### src/rtl/fetch_queue.sv
// Fetch-to-decode instruction queue: enq->out_valid 1 cycle (0 with FETCH_QUEUE_BYPASS_EN), flush/reset clear in one cycle.
// Backpressure: in_ready drops when full, during reset, or once an erroring entry is accepted (until flush/reset).
module fetch_queue #(
  parameter int DEPTH = 4,
  parameter int ERR_W = 3
) (
  input  logic                     clk,
  input  logic                     reset,
  input  logic                     flush,
  input  logic                     in_valid,
  input  logic [63:0]              in_pc,
  input  logic [31:0]              in_instr,
  input  logic [ERR_W-1:0]         in_error,
  output logic                     in_ready,
  output logic                     out_valid,
  output logic [63:0]              out_pc,
  output logic [31:0]              out_instr,
  output logic [ERR_W-1:0]         out_error,
  input  logic                     out_ready,
  output logic [$clog2(DEPTH):0]   count
);

  localparam int AW = $clog2(DEPTH);

  logic [63:0]      pc_mem    [DEPTH];
  logic [31:0]      instr_mem [DEPTH];
  logic [ERR_W-1:0] err_mem   [DEPTH];

  logic [AW:0]   head, tail;
  logic [AW:0]   count_q;
  logic          poisoned;
  logic [AW-1:0] head_idx, tail_idx;
  logic          empty, full, enq, deq, wr_en, rd_en, byp_take;

  assign head_idx = head[AW-1:0];
  assign tail_idx = tail[AW-1:0];
  assign count    = count_q;

  always_comb begin
    empty    = (head == tail);
    full     = (head_idx == tail_idx) && (head[AW] != tail[AW]);
    in_ready = ~full & ~poisoned & ~reset;
    enq      = in_valid & in_ready;
  end

`ifdef FETCH_QUEUE_BYPASS_EN
  logic byp_vld;
  // Gated by in_ready so a poisoned queue cannot leak a younger entry through the bypass.
  always_comb begin
    byp_vld   = empty & in_valid & in_ready & ~flush;
    out_valid = ~flush & (~empty | byp_vld);
    out_pc    = byp_vld ? in_pc    : pc_mem[head_idx];
    out_instr = byp_vld ? in_instr : instr_mem[head_idx];
    out_error = byp_vld ? in_error : err_mem[head_idx];
    byp_take  = byp_vld & out_ready;
  end
`else
  always_comb begin
    out_valid = ~empty;
    out_pc    = pc_mem[head_idx];
    out_instr = instr_mem[head_idx];
    out_error = err_mem[head_idx];
    byp_take  = 1'b0;
  end
`endif

  always_comb begin
    deq   = out_valid & out_ready;
    wr_en = enq & ~byp_take;
    rd_en = deq & ~byp_take;
  end

  // Storage is deliberately not reset; out_* is don't-care while out_valid is low.
  always_ff @(posedge clk) begin
    if (wr_en && !flush) begin
      pc_mem[tail_idx]    <= in_pc;
      instr_mem[tail_idx] <= in_instr;
      err_mem[tail_idx]   <= in_error;
    end
  end

  always_ff @(posedge clk) begin
    if (reset || flush) begin
      head     <= '0;
      tail     <= '0;
      count_q  <= '0;
      poisoned <= 1'b0;
    end else begin
      if (wr_en) tail <= tail + 1'b1;
      if (rd_en) head <= head + 1'b1;
      case ({wr_en, rd_en})
        2'b10:   count_q <= count_q + 1'b1;
        2'b01:   count_q <= count_q - 1'b1;
        default: count_q <= count_q;
      endcase
      if (enq && (in_error != '0)) poisoned <= 1'b1;
    end
  end

endmodule

### config.mk
export PLATFORM = sky130hd
export DESIGN_NAME = fetch_queue
export DESIGN_NICKNAME = d
export VERILOG_FILES = /design/src/rtl/fetch_queue.sv
export SDC_FILE = /design/constraint.sdc
export NUM_CORES = 1
export LEC_CHECK = 0
export BUFFER_PORTS_ARGS = -buffer_cell sky130_fd_sc_hd__buf_4
export CORE_MARGIN = 5
export CORE_UTILIZATION = 30
export CTS_BUF_LIST = sky130_fd_sc_hd__clkbuf_4
export CTS_CLUSTER_SIZE = 24
export DETAILED_ROUTE_END_ITERATION = 16
export GPL_TIMING_DRIVEN = 0
export SLEW_MARGIN = 20
export SYNTH_ARGS = -nofsm -noshare
export SYNTH_HDL_FRONTEND = slang
export SYNTH_SLANG_ARGS = --single-unit
export TNS_END_PERCENT = 100
### constraint.sdc
create_clock -name clk -period 12.4 [get_ports clk]
set_clock_uncertainty 0.1 [all_clocks]
set_input_delay 1.24 -clock clk [delete_from_list [all_inputs] [get_ports clk]]
set_output_delay 1.24 -clock clk [all_outputs]
set_load 0.03 [all_outputs]
==> run_results.csv <==
group,metric,value,unit
routing,dr.pass1.iters,4,
critical_path,crit_fanout,10,
clock_network,clk_pin_slew,0.06,ns
synthesis,yosys.area.top_type,"edfxtp_1",
routing,avgViaCountPerCell,4.39,
pwr,power,2.76,mW
pwr,p_per_area,145,nW/um^2
critical_path,cp_cell_sequence,"buf_2, buf_2, buf_1, mux4_2, buf_4",
critical_path,crit_slowest_cell,"buf_1",
synthesis,syn_area,14900,um^2
critical_path,criticalPathCategory,"reg -> out",
synthesis,synthCells,588,
routing,drc_errors,0,
routing,wl_per_cell,18.8,um
placed_design,dpl.hpwl,22200,um
pwr,peakVddDrop,0.0000806,V
routing,top_layer,"met4",
routing,routed_wl,32000,um
synthesis,synth-seq-cells,408,
clock_network,clockRootBuffer,"clkbuf_4",
floorplanning,die_x,233,um
sta,worstMarginPinSlew,0.777,ns
floorplanning,rows,81,
placed_design,placed_area,17800,um^2
cells_and_area,drive_gt1_share,52.5,%
global_routing,antenna_found_initial,1,
global_routing,grt_pass1_vias,8355,
critical_path,slowest_delay,0.52,ns
sta,holdWs,0.401,ns
sta,slew_violations,0,
floorplanning,boundaryPins,208,
clock_network,ctsHoldBuffers,0,
critical_path,cp-start-kind,"flip-flop",
cells_and_area,final_cell_mix,"396 x edfxtp_1, 254 x buf_4, 148 x clkbuf_4, 99 x mux4_2, 21 x clkinv_1",
min_path,holdCritPathClass,"reg -> reg",
clock_network,clock_sinks,408,
critical_path,worst_ep_arrival_time,2.95,ns
routing,first_iter_violations,234,
global_routing,grt_max_degree,16,
critical_path,path_common_cell,"buf_2",
critical_path,end_kind,"output pin",
placed_design,gp_congestion,0.678,
pwr,leakage,6.52,nW
synthesis,synth_warnings,0,
clock_network,cts_setup_buffers,0,
placed_design,numPortBuffers,207,
synthesis,netlist.area_leader.share,79.9,%
sta,period_minus_slack,4.29,ns
sta,fmax,0.233,GHz
sta,hold_viol,0,
cells_and_area,area_growth,28.2,%
synthesis,synthTopCellsByArea,"edfxtp_1 80%, mux4_2 15%, dfxtp_1 1.6%",
global_routing,gr-total-overflow,0,
clock_network,h-tree-depth,3,
floorplanning,die_y,233,um
clock_network,cts_tree,"done",
sta,setup_viol,0,
cells_and_area,final_area,19100,um^2
floorplanning,die-area,54200,um^2
flow_run,drv_cap,0,
clock_network,numCtsBuffers,106,
clock_network,clock_latency,0.81,ns
routing,ant_nets,0,
critical_path,crit_required,11.06,ns
floorplanning,core-area,49100,um^2
cells_and_area,nNetsFinal,1072,
sta,slew-limit-headroom,48.2,%
synthesis,yosysSeqAreaShare,81.5,%
routing,vias,7458,
status,status,"completed",
synthesis,ys_types,27,
routing,met1Wirelength,13200,um
floorplanning,initial_core_util,30.3,%
cells_and_area,layout_commonest_cell,"edfxtp_1",
routing,wl_met2,16100,um
global_routing,track_usage,12.0,%
clock_network,cts.repair.resized,0,
sta,tns,0,ns
synthesis,synth_area_per_cell,25.3,um^2
sta,rsz0062_at_grt,"false",
sta,fin_crit_sh,34.6,%
routing,dr_wl_met3,1860,um
cells_and_area,n_fill_cell,4537,
clock_network,cts.path.max_buffers,3,
global_routing,grt_pass1_wl,48700,um
synthesis,syn_nets,699,
==> metal layers <==
| metal | vias to the layer above | GRT usage [%] |
|---|---|---|
| li1 | 3329 | - |
| met5 | - | 0 |
| met2 | 200 | 19.6 |
| met3 | 63 | 3.82 |
| met4 | 0 | 5.59 |
| met1 | 3866 | 14.6 |
==> state kept, by name, indices dropped and copies added (netlist names), named ones only <==
register,count
instr_mem,128
count,3
poisoned,1
head,3
tail,3
err_mem,12
pc_mem,256
==> critical path, delay by kind of cell (launching register included) <==
family,cells,cell delay (ns)
multiplexers,1,0.42
buffers and inverters,4,1.41
flip-flops,1,0.30
==> layout make-up <==
cell class	count	area (um^2)	share of cell area [%]
timing repair buffer	265	2030	10.7
multi-input combinational	149	2630	13.8
sequential	408	12100	63.6
buffer	24	116	0.610
tap	664	831	4.35
inverter	7	26.3	0.138
clock inverter	33	199	1.04
clock buffer	148	1110	5.82
antenna	1	2.50	0.0131
==> cells by family after synthesis <==
group / after synthesis / share of synthesized area (%)
DFF: 408 / 81.5
muxes: 101 / 15.1
buffers and inverters: 31 / 0.959
and+or+nand+nor: 22 / 0.790
xor gates and xnor gates: 10 / 0.589
AOI/OAI and AO/OA: 9 / 0.378
adders and majority gates: 7 / 0.639
==> where the power goes <==
| group | total (mW) | switching (mW) | internal, mW |
|---|---|---|---|
| clock network | 1.11 | 0.526 | 0.589 |
| registers | 1.53 | 0.00302 | 1.52 |
| logic | 0.121 | 0.0663 | 0.0547 |
==> synth_stat cells <==
| cell | instances |
|---|---|
| a21oi_1 | 3 |
| xnor2_1 | 3 |
| ha_1 | 6 |
| nor2_1 | 10 |
| mux2i_1 | 2 |
| dfxtp_1 | 12 |
| nand3_1 | 1 |
| buf_4 | 1 |
| fa_1 | 1 |
| buf_1 | 1 |
| nor3_1 | 1 |
| buf_6 | 1 |
| nor3b_1 | 4 |
| clkbuf_1 | 9 |
| buf_2 | 12 |
| or2_2 | 1 |
| or3b_1 | 1 |
| o311ai_0 | 1 |
| inv_1 | 7 |
| a31oi_1 | 1 |
| o21ai_0 | 2 |
| xor2_1 | 7 |
| a31o_1 | 1 |
| mux4_2 | 99 |
| o31ai_1 | 1 |
| edfxtp_1 | 396 |
| or3_1 | 4 |
==> path summary, 6_finish.rpt <==
kind,start,end,slack (ns),depth (start not counted)
min,poisoned$_SDFFE_PP0P_,poisoned$_SDFFE_PP0P_,0.40,2
min reg2reg,poisoned$_SDFFE_PP0P_,poisoned$_SDFFE_PP0P_,0.40,2
max,flip-flop,out_pc[62],8.11,5
max reg2reg,poisoned$_SDFFE_PP0P_,instr_mem[1][13]$_DFFE_PP_,8.98,10
==> stage by stage <==
step | utilization (%) | setup WS, ns | std cells
3_3_place_gp | 35.2 | -4.60 | 1459
3_5_place_dp | 36.2 | 7.88 | 1517
2_1_floorplan | - | 2.52 | 588
5_1_grt | 38.9 | 7.79 | 1699
4_1_cts | 38.9 | 7.84 | 1698
6_report | 38.9 | 8.11 | 1699
(Power assumes the default switching activity.)
